==> src/rtl/demux_4ch_dispatcher.sv <==
// 1-to-4 word dispatcher: holds one accepted word and offers it on a single channel
// (addressed or round-robin); a stalled consumer causes the word to be dropped after TIMEOUT cycles.
module demux_4ch_lane #(
  parameter int DATA_WIDTH = 2,
  parameter int IDX        = 0
) (
  input  logic                  hold,
  input  logic [1:0]            sel,
  input  logic [DATA_WIDTH-1:0] data,
  output logic                  valid,
  output logic [DATA_WIDTH-1:0] dout
);
  assign valid = hold && (sel == 2'(IDX));
  assign dout  = valid ? data : '0;
endmodule

module demux_4ch_dispatcher #(
  parameter int DATA_WIDTH = 2,
  parameter int TIMEOUT    = 15,
  parameter int CNT_WIDTH  = 8
) (
  input  logic                  clk,
  input  logic                  rst_n,
  input  logic                  in_valid,
  output logic                  in_ready,
  input  logic [DATA_WIDTH-1:0] in_data,
  input  logic [1:0]            in_dest,
  input  logic                  mode,
  output logic [3:0]            out_valid,
  input  logic [3:0]            out_ready,
  output logic [DATA_WIDTH-1:0] out_data0,
  output logic [DATA_WIDTH-1:0] out_data1,
  output logic [DATA_WIDTH-1:0] out_data2,
  output logic [DATA_WIDTH-1:0] out_data3,
  output logic                  busy,
  output logic [1:0]            cur_sel,
  output logic                  drop,
  output logic [CNT_WIDTH-1:0]  tx_count,
  output logic [CNT_WIDTH-1:0]  drop_count
);
  typedef enum logic {IDLE, HOLD} state_t;

  localparam int            WW    = (TIMEOUT < 2) ? 1 : $clog2(TIMEOUT);
  localparam bit            TO_EN = (TIMEOUT != 0);
  localparam logic [WW-1:0] WLAST = TO_EN ? WW'(TIMEOUT - 1) : '0;

  state_t                          state;
  logic [1:0]                      sel;
  logic [1:0]                      rr_ptr;
  logic                            rr_word;
  logic [DATA_WIDTH-1:0]           data_q;
  logic [WW-1:0]                   wait_cnt;
  logic                            hold;
  logic [3:0][DATA_WIDTH-1:0]      ch_data;

  assign hold     = (state == HOLD);
  assign in_ready = (state == IDLE);
  assign busy     = hold;
  assign cur_sel  = hold ? sel : 2'b00;

  // One lane per channel; unselected lanes read as zero like a plain demux.
  for (genvar g = 0; g < 4; g++) begin : g_lane
    demux_4ch_lane #(.DATA_WIDTH(DATA_WIDTH), .IDX(g)) u_lane (
      .hold  (hold),
      .sel   (sel),
      .data  (data_q),
      .valid (out_valid[g]),
      .dout  (ch_data[g])
    );
  end

  assign out_data0 = ch_data[0];
  assign out_data1 = ch_data[1];
  assign out_data2 = ch_data[2];
  assign out_data3 = ch_data[3];

  always_ff @(posedge clk or negedge rst_n) begin
    if (!rst_n) begin
      state      <= IDLE;
      sel        <= '0;
      rr_ptr     <= '0;
      rr_word    <= 1'b0;
      data_q     <= '0;
      wait_cnt   <= '0;
      drop       <= 1'b0;
      tx_count   <= '0;
      drop_count <= '0;
    end else begin
      drop <= 1'b0;
      case (state)
        IDLE: if (in_valid) begin
          data_q   <= in_data;
          sel      <= mode ? rr_ptr : in_dest;
          rr_word  <= mode;
          wait_cnt <= '0;
          state    <= HOLD;
        end
        HOLD: begin
          // Delivery takes priority over a timeout landing on the same edge.
          if (out_ready[sel]) begin
            tx_count <= tx_count + 1'b1;
            if (rr_word) rr_ptr <= rr_ptr + 2'd1;
            state <= IDLE;
          end else if (TO_EN && wait_cnt == WLAST) begin
            drop <= 1'b1;
            if (drop_count != '1) drop_count <= drop_count + 1'b1;
            if (rr_word) rr_ptr <= rr_ptr + 2'd1;
            state <= IDLE;
          end else begin
            wait_cnt <= wait_cnt + 1'b1;
          end
        end
        default: state <= IDLE;
      endcase
    end
  end
endmodule
==> config.mk <==
export PLATFORM = sky130hd
export DESIGN_NAME = demux_4ch_dispatcher
export DESIGN_NICKNAME = d
export VERILOG_FILES = /design/src/rtl/demux_4ch_dispatcher.sv
export SDC_FILE = /design/constraint.sdc
export NUM_CORES = 1
export LEC_CHECK = 0
export BUFFER_PORTS_ARGS = -buffer_cell sky130_fd_sc_hd__buf_2
export CAP_MARGIN = 5
export CORE_MARGIN = 5
export CORE_UTILIZATION = 50
export CTS_CLUSTER_SIZE = 25
export DETAILED_ROUTE_END_ITERATION = 8
export PLACE_DENSITY = 0.88
export SYNTH_ARGS = -nofsm -noshare
export SYNTH_HDL_FRONTEND = slang
export SYNTH_SLANG_ARGS = --single-unit
==> constraint.sdc <==
create_clock -name clk -period 2.05 [get_ports clk]
set_input_delay 0.205 -clock clk [delete_from_list [all_inputs] [get_ports clk]]
set_output_delay 0.205 -clock clk [all_outputs]
set_load 0.005 [all_outputs]
==> results of run 1 <==
## power by group
group	internal, mW	total (mW)	switching [mW]	leakage, nW
registers	0.731	0.933	0.202	0.370
logic	0.344	0.674	0.330	0.519
clock network	0.130	0.323	0.193	0.0320
total	1.21	1.93	0.725	0.921
## worst max-delay path: stages, from the launching register on
cell	delay [ns]
sky130_fd_sc_hd__dfrtp_1	0.44
sky130_fd_sc_hd__mux4_2	0.63
sky130_fd_sc_hd__nor3b_4	0.25
sky130_fd_sc_hd__buf_4	0.16
sky130_fd_sc_hd__nand4_1	0.12
sky130_fd_sc_hd__xnor2_1	0.15
## registers in the layout (all words and copies together), names as in the netlist
name / flops
drop: 1
rr_ptr: 2
drop_count: 8
busy: 1
wait_cnt: 4
rr_word: 1
data_q: 2
tx_count: 8
sel: 2
## routing by layer
metal	wire (um)	up-vias	GRT usage, %
li1	-	545	-
met1	1280	537	20.4
met4	45	0	5.34
met3	238	6	7.01
met2	1460	35	25.5
met5	0	-	0
## cells in the final DEF, fill, tap and decap left out, drive strengths merged, types with 5 or more instances in the layout
cell type and n:
mux2i 5, dfrtp 29, xnor2 9, mux2 5
buf 45, and2 13, nand2 13, xor2 5
nand4 8, clkbuf 6
## layout make-up
| cell class | count | area [um2] |
|---|---|---|
| fill | 228 | 1030 |
| sequential | 29 | 726 |
| multi-input combinational | 92 | 688 |
| timing repair buffer | 46 | 238 |
| clock buffer | 6 | 41.3 |
| tap | 31 | 38.8 |
| clock inverter | 2 | 10.0 |
| inverter | 2 | 7.51 |
## cell families (layout without fill, tap and decap cells)
family	Yosys count	count (layout)	synth area share [%]
xor+xnor	14	14	8.38
simple gates	55	55	22.1
flops	29	29	49.6
mux	11	11	9.06
fa+ha+maj	4	4	3.42
compound gates	8	8	4.02
buf+inv	9	56	3.42
## repair_timing
item / in CTS / in global routing
hold buffers: 1 / 0
gates resized for setup: 0 / 0
endpoints found under the hold margin: 29 / 0
## worst paths after layout
| check | startpoint | endpoint | slack (ns) |
|---|---|---|---|
| setup / recovery | sel[0] | drop_count[4] | 0.19 |
| hold / removal | in_data[1] | data_q[1] | 0.11 |
| setup reg to reg | sel[0] | drop_count[4] | 0.19 |
| hold reg to reg | tx_count[7] | tx_count[7] | 0.47 |
| max in group asynchronous | rst_n | tx_count[4] | 1.22 |
| min in group asynchronous | rst_n | drop_count[0] | 0.42 |
==> flow_summary.rst, run 1 <==
.. list-table::
   :header-rows: 1

   * - Metric
     - Value
   * - FF+latch count, synth
     - 29
   * - # Max-Cap Violations
     - 0
   * - Last weighted congestion value of the routability-driven placer
     - 0.748
   * - Post-synthesis average cell area
     - 11.3 um2
   * - WHS
     - 0.107 ns
   * - Via count of the first global-routing pass
     - 1100
   * - Fraction of layout cells with a size suffix above 1
     - 37.9%
   * - RSZ-0062 raised after global routing
     - false
   * - CP Data Arrival Time
     - 2.07 ns
   * - Share of synthesized flip-flops with an asynchronous set or reset
     - 100%
   * - Post-Route Skew
     - 0.0134 ns
   * - Most area-hungry cell type in the Yosys netlist
     - sky130_fd_sc_hd__dfrtp_1
   * - Outcome
     - completed
   * - Unique masters post-synth
     - 34
   * - Synth warn
     - 0
   * - Final routed wire length divided by cell count
     - 14.5 um
   * - Element type at the critical path start
     - register
   * - Req. time, crit path
     - 2.27 ns
   * - Starting density of the core
     - 52.6%
   * - First-pass GRT wire length
     - 5220 um
   * - Number of post-CTS setup repair buffers
     - 0
   * - Classification of the worst setup path
     - register to register
   * - Final instance area
     - 0.00175 mm2
   * - Clock transition time at the flip-flop clock pins of the worst setup and hold paths
     - 0.09 ns
   * - Library cell used as clock root buffer
     - sky130_fd_sc_hd__clkbuf_4
   * - Height of the die
     - 64.1 um
   * - Fin crit period
     - 1.86 ns
   * - Standby leakage power
     - 0.921 nW
   * - Total CTS buffers
     - 5
   * - WHS Path Cells
     - 2
   * - Number of nets in the layout
     - 192
   * - Number of cells in the finished layout apart from fillers
     - 208
   * - Post-DP HPWL
     - 2320 um
   * - Maximum clock path buffer count
     - 2
   * - Overflow left after global routing
     - 0
   * - CTS tree
     - yes
   * - Clock latency on the worst-skew pair
     - 0.33 ns
   * - Final WS setup
     - 0.191 ns
   * - Clock sink count
     - 29
   * - Vias/cell
     - 5.40
   * - Endpoint class of the critical path
     - register
   * - Post-DRT Antenna Nets
     - 0
   * - Via count of the routed design
     - 1123
   * - Maximum level of the CTS H-tree
     - 2
   * - Final standard cell utilization of the core
     - 62.9%
   * - Worst slew slack as a fraction of its limit
     - 58.8%
   * - Most used flip-flop cell after synthesis
     - sky130_fd_sc_hd__dfrtp_1
   * - Row Count
     - 19
   * - Number of pins exceeding their max-slew limit in the final report
     - 0
   * - Post-Syn Area
     - 0.00146 mm2
   * - Overall power of the completed layout
     - 1.93 mW
   * - Number of cells on the worst reg-to-reg path
     - 5
   * - DP Cell Count
     - 199
   * - Count of flip-flops with a built-in enable after synthesis
     - 0
   * - Area growth from synthesis to final layout
     - 19.5%
   * - Nets in the synthesized netlist
     - 146
   * - Routed Wire Length
     - 3030 um
   * - Synthesized instance count
     - 130
   * - Fraction of the yosys area taken by sequential cells
     - 49.6%
   * - Detailed-route DRC error count
     - 0
   * - Post-Place Cell Area
     - 0.00169 mm2
   * - Part of the cycle the worst path needs
     - 90.7%
   * - Power density over the cells
     - 1100 mW/mm2
   * - Ports
     - 45
   * - Maximum number of pins on one net before global-route repair
     - 30
   * - Max FO, Critical Path
     - 8
   * - PortBufs
     - 44
   * - Final-report hold violation count
     - 0
   * - Count of antenna diodes in the layout
     - 0
   * - DRT Pass-1 Iters
     - 4
   * - Most frequent cell after synthesis
     - sky130_fd_sc_hd__dfrtp_1
   * - Largest cells by area after synthesis
     - sky130_fd_sc_hd__dfrtp_1 50%, sky130_fd_sc_hd__xnor2_1 5.4%, sky130_fd_sc_hd__and2_1 4.3%
   * - Most common library cells after synthesis
     - 29 x sky130_fd_sc_hd__dfrtp_1, 13 x sky130_fd_sc_hd__nand2_1, 10 x sky130_fd_sc_hd__and2_1
   * - Area of the die
     - 0.00411 mm2
   * - Min-Delay Path Class
     - input port to register
   * - Maximum operating frequency
     - 538 MHz
   * - Share of Yosys cell area claimed by the top area cell type
     - 49.6%
   * - Drt first-iter violations
     - 27
   * - Transition time of the tightest slew-check pin
     - 0.618 ns
   * - Global-route total usage across every layer
     - 16.3%
   * - Chip width
     - 64.1 um
   * - Floorplan core area
     - 0.00278 mm2
   * - TNS Setup
     - 0 ns
   * - Worst ir drop on vdd
     - 904 uV
   * - Initial antenna violation count
     - 0
   * - Final setup vio count
     - 0
   * - Worst setup timing slack at the placement stage
     - 0.184 ns
No activity file was read; power rests on OpenSTA's default activity.
==> run 2: changes to the inputs <==
--- a/config.mk
+++ b/config.mk
@@ -7,11 +7,13 @@
 export LEC_CHECK = 0
 export BUFFER_PORTS_ARGS = -buffer_cell sky130_fd_sc_hd__buf_2
 export CAP_MARGIN = 5
+export CELL_PAD_IN_SITES_DETAIL_PLACEMENT = 1
+export CELL_PAD_IN_SITES_GLOBAL_PLACEMENT = 1
 export CORE_MARGIN = 5
-export CORE_UTILIZATION = 50
+export CORE_UTILIZATION = 38
 export CTS_CLUSTER_SIZE = 25
 export DETAILED_ROUTE_END_ITERATION = 8
-export PLACE_DENSITY = 0.88
+export PLACE_DENSITY = 0.87
 export SYNTH_ARGS = -nofsm -noshare
 export SYNTH_HDL_FRONTEND = slang
 export SYNTH_SLANG_ARGS = --single-unit
==> constraint.sdc (replaced) <==
create_clock -name clk -period 1.8 [get_ports clk]
set_input_delay 0.18 -clock clk [delete_from_list [all_inputs] [get_ports clk]]
set_output_delay 0.18 -clock clk [all_outputs]
set_load 0.005 [all_outputs]
==> flow_summary.rst, run 2 (synthesis gave the netlist of run 1 again) <==
.. list-table::
   :header-rows: 1

   * - Metric
     - Value
   * - Count of antenna diodes in the layout
     - 0
   * - PortBufs
     - 44
   * - Initial antenna violation count
     - 0
   * - Area of the die
     - 0.00519 mm2
   * - Via count of the routed design
     - 1151
   * - Number of pins exceeding their max-slew limit in the final report
     - 0
   * - Min-Delay Path Class
     - input port to register
   * - Maximum clock path buffer count
     - 2
   * - Library cell used as clock root buffer
     - sky130_fd_sc_hd__clkbuf_8
   * - Post-DP HPWL
     - 2830 um
   * - Global-route total usage across every layer
     - 15.5%
   * - Post-DRT Antenna Nets
     - 0
   * - Worst reg2reg path startpoint
     - sel[0]
   * - Fill cell total of the finished layout
     - 438
   * - Final setup vio count
     - 0
   * - Number of cells on the worst reg-to-reg path
     - 5
   * - Overflow left after global routing
     - 0
   * - Area growth from synthesis to final layout
     - 26.2%
   * - Transition time of the tightest slew-check pin
     - 0.646 ns
   * - Endpoint of the worst-slack reg-to-reg timing path
     - drop_count[4]
   * - Detailed-route DRC error count
     - 0
   * - Element type at the critical path start
     - register
   * - Height of the die
     - 72.1 um
   * - Maximum number of pins on one net before global-route repair
     - 30
   * - Drt first-iter violations
     - 40
   * - Fin crit period
     - 1.71 ns
   * - Post-Place Cell Area
     - 0.00173 mm2
   * - Worst ir drop on vdd
     - 518 uV
   * - Standby leakage power
     - 0.948 nW
   * - Sequential cell area in the final layout
     - 727 um2
   * - Setup slack of the worst register-to-register path
     - 0.09 ns
   * - Min-delay src
     - in_data[1]
   * - Number of nets in the layout
     - 195
   * - End point of the most critical hold path
     - data_q[1]
   * - Ports
     - 45
   * - Row Count
     - 22
   * - Max FO, Critical Path
     - 5
   * - Clock sink count
     - 29
   * - Total CTS buffers
     - 5
   * - Worst slew slack as a fraction of its limit
     - 56.9%
   * - Starting density of the core
     - 39.7%
   * - Classification of the worst setup path
     - register to register
   * - Top library cells by usage in the layout, fill and taps aside
     - 44 x sky130_fd_sc_hd__buf_2, 28 x sky130_fd_sc_hd__dfrtp_1, 13 x sky130_fd_sc_hd__nand2_1
   * - Routed Wire Length
     - 3650 um
   * - CP Data Arrival Time
     - 1.87 ns
   * - Last weighted congestion value of the routability-driven placer
     - 0.821
   * - Maximum level of the CTS H-tree
     - 2
   * - Outcome
     - completed
   * - Area of the multi-input gates
     - 706 um2
   * - Part of the cycle the worst path needs
     - 95.0%
   * - RSZ-0062 raised after global routing
     - true
   * - WHS Path Cells
     - 2
   * - Number of post-CTS setup repair buffers
     - 0
   * - Final routed wire length divided by cell count
     - 16.1 um
   * - Largest registers
     - drop_count: 8 flops, tx_count: 8 flops, wait_cnt: 4 flops
   * - Req. time, crit path
     - 1.96 ns
   * - DP Cell Count
     - 219
   * - Maximum operating frequency
     - 585 MHz
   * - Power density over the cells
     - 1330 mW/mm2
   * - Vias/cell
     - 5.07
   * - Chip width
     - 72.1 um
   * - # Max-Cap Violations
     - 0
   * - First-pass GRT wire length
     - 6230 um
   * - Post-Route Skew
     - 0.00385 ns
   * - Most common cell after layout, fill and taps aside
     - sky130_fd_sc_hd__buf_2
   * - Via count of the first global-routing pass
     - 1235
   * - Clock latency on the worst-skew pair
     - 0.28 ns
   * - Final instance area
     - 0.00185 mm2
   * - Number of cells in the finished layout apart from fillers
     - 227
   * - Floorplan core area
     - 0.00369 mm2
   * - Endpoint class of the critical path
     - register
   * - Fraction of layout cells with a size suffix above 1
     - 40.8%
   * - Clock transition time at the flip-flop clock pins of the worst setup and hold paths
     - 0.06 ns
   * - CTS tree
     - yes
   * - DRT Pass-1 Iters
     - 4
   * - Final-report hold violation count
     - 0
## run 2: cell count changes in the layout (fill, tap and decap cells not counted), moves of 2 or more
| cell | delta |
|---|---|
| sky130_fd_sc_hd__nor4_1 | -2 |
| sky130_fd_sc_hd__clkbuf_8 | +6 |
| sky130_fd_sc_hd__buf_4 | +3 |
| sky130_fd_sc_hd__clkinv_2 | -2 |
| sky130_fd_sc_hd__nor4_2 | +2 |
| sky130_fd_sc_hd__clkbuf_4 | -5 |
## run 2: metal layers
layer / vias up / share of wire [%] / global-route usage [%]
met5: - / 0 / 0
met4: 0 / 0.79 / 3.13
met3: 3 / 5.4 / 5.40
met2: 25 / 53 / 26.7
met1: 571 / 40 / 18.8
li1: 552 / - / -
## run 2: worst max-delay path: stages, from the launching register on
cell,delay (ns)
sky130_fd_sc_hd__dfrtp_1,0.37
sky130_fd_sc_hd__mux4_2,0.58
sky130_fd_sc_hd__nor3b_4,0.22
sky130_fd_sc_hd__buf_4,0.16
sky130_fd_sc_hd__nand4_1,0.11
sky130_fd_sc_hd__xnor2_1,0.15
## run 2: cell type report
| cell class | count | share of cell area, % |
|---|---|---|
| inverters | 2 | 0.407 |
| repair buffers | 49 | 14.1 |
| flip-flops and latches | 29 | 39.4 |
| clock buffers | 7 | 4.67 |
| well taps | 48 | 3.25 |
| multi-input cells | 92 | 38.2 |
## run 2: worst max path at each step
stage           start       endpoint  slack (ns)  cells past startpoint
2_1_floorplan  sel[0]  drop_count[1]       0.004                      4
3_3_place_gp   sel[0]  drop_count[1]        0.13                      4
3_5_place_dp   sel[0]    wait_cnt[3]        0.06                      4
4_1_cts        sel[0]  drop_count[5]        0.06                      4
5_1_grt        sel[0]  drop_count[7]      -0.003                      4
6_report       sel[0]  drop_count[4]        0.09                      5
## run 2: power breakdown
| part | internal, mW | total [mW] | switching [mW] | leakage (nW) |
|---|---|---|---|---|
| clock network | 0.302 | 0.529 | 0.227 | 0.0443 |
| logic | 0.442 | 0.866 | 0.424 | 0.534 |
| registers | 0.838 | 1.07 | 0.232 | 0.369 |
| total | 1.58 | 2.46 | 0.883 | 0.948 |
## run 2: metrics by stage
step                utilization, %  setup TNS, ns  setup slack (ns)  hold slack [ns]  total power [mW]
floorplan                        -              0           0.00428           -0.116              1.56
global placement              46.9              0             0.134            0.227              1.85
detailed placement            46.9              0            0.0642            0.248              1.94
CTS                           49.6              0            0.0557            0.125              2.49
global route                  50.1       -0.00254          -0.00254            0.115              2.66
finish                        50.1              0            0.0905            0.133              2.46
## run 2: timing repair
item / CTS / global route
hold buffers: 1 / 0
hold endpoints to repair: 29 / 0
resized for setup: 0 / 5
setup endpoints to repair: 0 / 6
==> run 3: changes to the inputs <==
--- a/config.mk
+++ b/config.mk
@@ -10,10 +10,10 @@
 export CELL_PAD_IN_SITES_DETAIL_PLACEMENT = 1
 export CELL_PAD_IN_SITES_GLOBAL_PLACEMENT = 1
 export CORE_MARGIN = 5
-export CORE_UTILIZATION = 38
+export CORE_UTILIZATION = 41
 export CTS_CLUSTER_SIZE = 25
 export DETAILED_ROUTE_END_ITERATION = 8
-export PLACE_DENSITY = 0.87
+export PLACE_DENSITY = 0.92
 export SYNTH_ARGS = -nofsm -noshare
 export SYNTH_HDL_FRONTEND = slang
 export SYNTH_SLANG_ARGS = --single-unit
==> constraint.sdc (replaced) <==
create_clock -name clk -period 2.22 [get_ports clk]
set_input_delay 0.222 -clock clk [delete_from_list [all_inputs] [get_ports clk]]
set_output_delay 0.222 -clock clk [all_outputs]
set_load 0.005 [all_outputs]
==> flow_summary.rst, run 3 (synthesis gave the netlist of run 1 again) <==
.. list-table::
   :header-rows: 1

   * - Metric
     - Value
   * - Outcome
     - completed
   * - Cells resized by post-CTS repair
     - 0
   * - Global-route total usage across every layer
     - 15.9%
   * - Net Sw Frac
     - 37.0%
   * - Ports
     - 45
   * - WHS
     - 0.119 ns
   * - Row Count
     - 21
   * - Part of the cycle the worst path needs
     - 89.5%
   * - Beginning of the critical path
     - sel[0]
   * - Maximum level of the CTS H-tree
     - 2
   * - Clock transition time at the flip-flop clock pins of the worst setup and hold paths
     - 0.09 ns
   * - CTS tree
     - yes
   * - Post-DRT Antenna Nets
     - 0
   * - Cell internal pwr
     - 1.19 mW
   * - WHS Path Cells
     - 2
   * - Clock sink count
     - 29
   * - Area of the die
     - 0.00487 mm2
   * - Classification of the worst setup path
     - register to register
   * - Standby leakage power
     - 0.930 nW
   * - Number of nets in the layout
     - 192
   * - Maximum clock path buffer count
     - 2
   * - Starting density of the core
     - 43.2%
   * - Element type at the critical path start
     - register
   * - Transition time of the tightest slew-check pin
     - 0.639 ns
   * - Count of antenna diodes in the layout
     - 0
   * - Detailed-route DRC error count
     - 0
   * - Setup slack of the worst register-to-register path
     - 0.23 ns
   * - Floorplan core area
     - 0.00339 mm2
   * - Most common cell after layout, fill and taps aside
     - sky130_fd_sc_hd__buf_2
   * - Final setup vio count
     - 0
   * - RSZ-0062 raised after global routing
     - false
   * - Worst slew slack as a fraction of its limit
     - 57.4%
   * - Number of cells on the worst reg-to-reg path
     - 4
   * - Worst ir drop on vdd
     - 338 uV
   * - Via count of the first global-routing pass
     - 1275
   * - Psw
     - 0.697 mW
   * - Routed Wire Length
     - 3590 um
   * - Largest registers
     - drop_count: 8 flops, tx_count: 8 flops, wait_cnt: 4 flops
   * - Initial antenna violation count
     - 0
   * - Share of total power in the clock network
     - 19.8%
   * - Power density over the cells
     - 1050 mW/mm2
   * - Chip width
     - 69.8 um
   * - Combinational cell fraction of total power
     - 35.5%
   * - Via count of the routed design
     - 1141
   * - Final-report hold violation count
     - 0
   * - Fraction of layout cells with a size suffix above 1
     - 38.4%
   * - Post-DP HPWL
     - 2860 um
   * - Req. time, crit path
     - 2.45 ns
   * - Endpoint of the worst-slack reg-to-reg timing path
     - drop_count[1]
   * - Endpoint class of the critical path
     - register
   * - Vias/cell
     - 5.12
   * - Final routed wire length divided by cell count
     - 16.1 um
   * - Number of pins exceeding their max-slew limit in the final report
     - 0
   * - Drt first-iter violations
     - 43
   * - Maximum operating frequency
     - 503 MHz
   * - Part of the total power dissipated in sequential elements
     - 44.7%
   * - First-pass GRT wire length
     - 6210 um
   * - Worst reg2reg path startpoint
     - sel[0]
   * - Top library cells by usage in the layout, fill and taps aside
     - 44 x sky130_fd_sc_hd__buf_2, 29 x sky130_fd_sc_hd__dfrtp_1, 13 x sky130_fd_sc_hd__nand2_1
   * - Clock latency on the worst-skew pair
     - 0.33 ns
   * - Height of the die
     - 69.8 um
   * - Post-Route Skew
     - 0.00335 ns
   * - # Max-Cap Violations
     - 0
   * - Library cell used as clock root buffer
     - sky130_fd_sc_hd__clkbuf_4
   * - Last weighted congestion value of the routability-driven placer
     - 0.805
   * - Fin crit period
     - 1.99 ns
   * - Area growth from synthesis to final layout
     - 22.1%
   * - Min-Delay Path Class
     - input port to register
   * - Total CTS buffers
     - 5
   * - TNS Setup
     - 0 ns
   * - PortBufs
     - 44
   * - Overflow left after global routing
     - 0
   * - CP Data Arrival Time
     - 2.21 ns
   * - Number of post-CTS setup repair buffers
     - 0
   * - Max FO, Critical Path
     - 8
   * - DRT Pass-1 Iters
     - 2
   * - Setup crit end
     - drop_count[1]
   * - Maximum number of pins on one net before global-route repair
     - 30
-- run 3: worst max-delay path: stages, from the launching register on --
cell and delay [ns]:
sky130_fd_sc_hd__dfrtp_1 0.44, sky130_fd_sc_hd__mux4_2 0.64, sky130_fd_sc_hd__nor3b_4 0.34, sky130_fd_sc_hd__o21ai_2 0.15, sky130_fd_sc_hd__mux2_4 0.32
-- run 3: repair_timing --
| action | CTS | global route |
|---|---|---|
| hold buffers | 1 | 0 |
| endpoints found under the hold margin | 29 | 0 |
| setup endpoints to repair | 0 | 0 |
-- run 3: worst min path at each step --
stage / endpoint / slack [ns] / startpoint
finish: data_q[0] / 0.12 / in_data[0]
global route: data_q[0] / 0.1 / in_data[0]
CTS: data_q[0] / 0.11 / in_data[0]
detailed placement: drop_count[0] / 0.29 / rst_n
global placement: drop_count[2] / 0.28 / rst_n
floorplan: busy / -0.07 / rst_n
-- run 3: per-layer routing --
layer / routed length (um) / track usage (%) / part of all wire, %
met1: 1470 / 18.4 / 41
met2: 1820 / 27.1 / 51
met3: 247 / 6.23 / 6.9
met4: 47 / 5.11 / 1.3
met5: 0 / 0 / 0
-- run 3: layout make-up --
cell class / count / area [um2]
sequential: 29 / 726
clock inverter: 1 / 5.00
inverter: 2 / 7.51
fill: 394 / 1600
timing repair buffer: 46 / 238
clock buffer: 7 / 65.1
multi-input combinational: 92 / 688
tap: 46 / 57.6
-- run 3: power by group through the flow --
stage / Sequential (mW) / Combinational, mW / Clock, mW
after floorplan: 0.821 / 0.444 / 0
after global routing: 0.871 / 0.750 / 0.406
after detailed placement: 0.854 / 0.687 / 0
final: 0.843 / 0.669 / 0.372
after global placement: 0.829 / 0.640 / 0
after CTS: 0.844 / 0.691 / 0.384
-- run 3: per-stage QoR --
step | total power, mW | setup WS [ns] | area (um2) | cells | utilization [%]
4_1_cts | 1.92 | 0.239 | 1790 | 223 | 52.7
3_3_place_gp | 1.47 | 0.340 | 1710 | 214 | 50.4
6_report | 1.88 | 0.233 | 1790 | 223 | 52.7
3_5_place_dp | 1.54 | 0.249 | 1710 | 214 | 50.4
5_1_grt | 2.03 | 0.151 | 1790 | 223 | 52.7
2_1_floorplan | 1.27 | 0.424 | 1460 | 130 | -
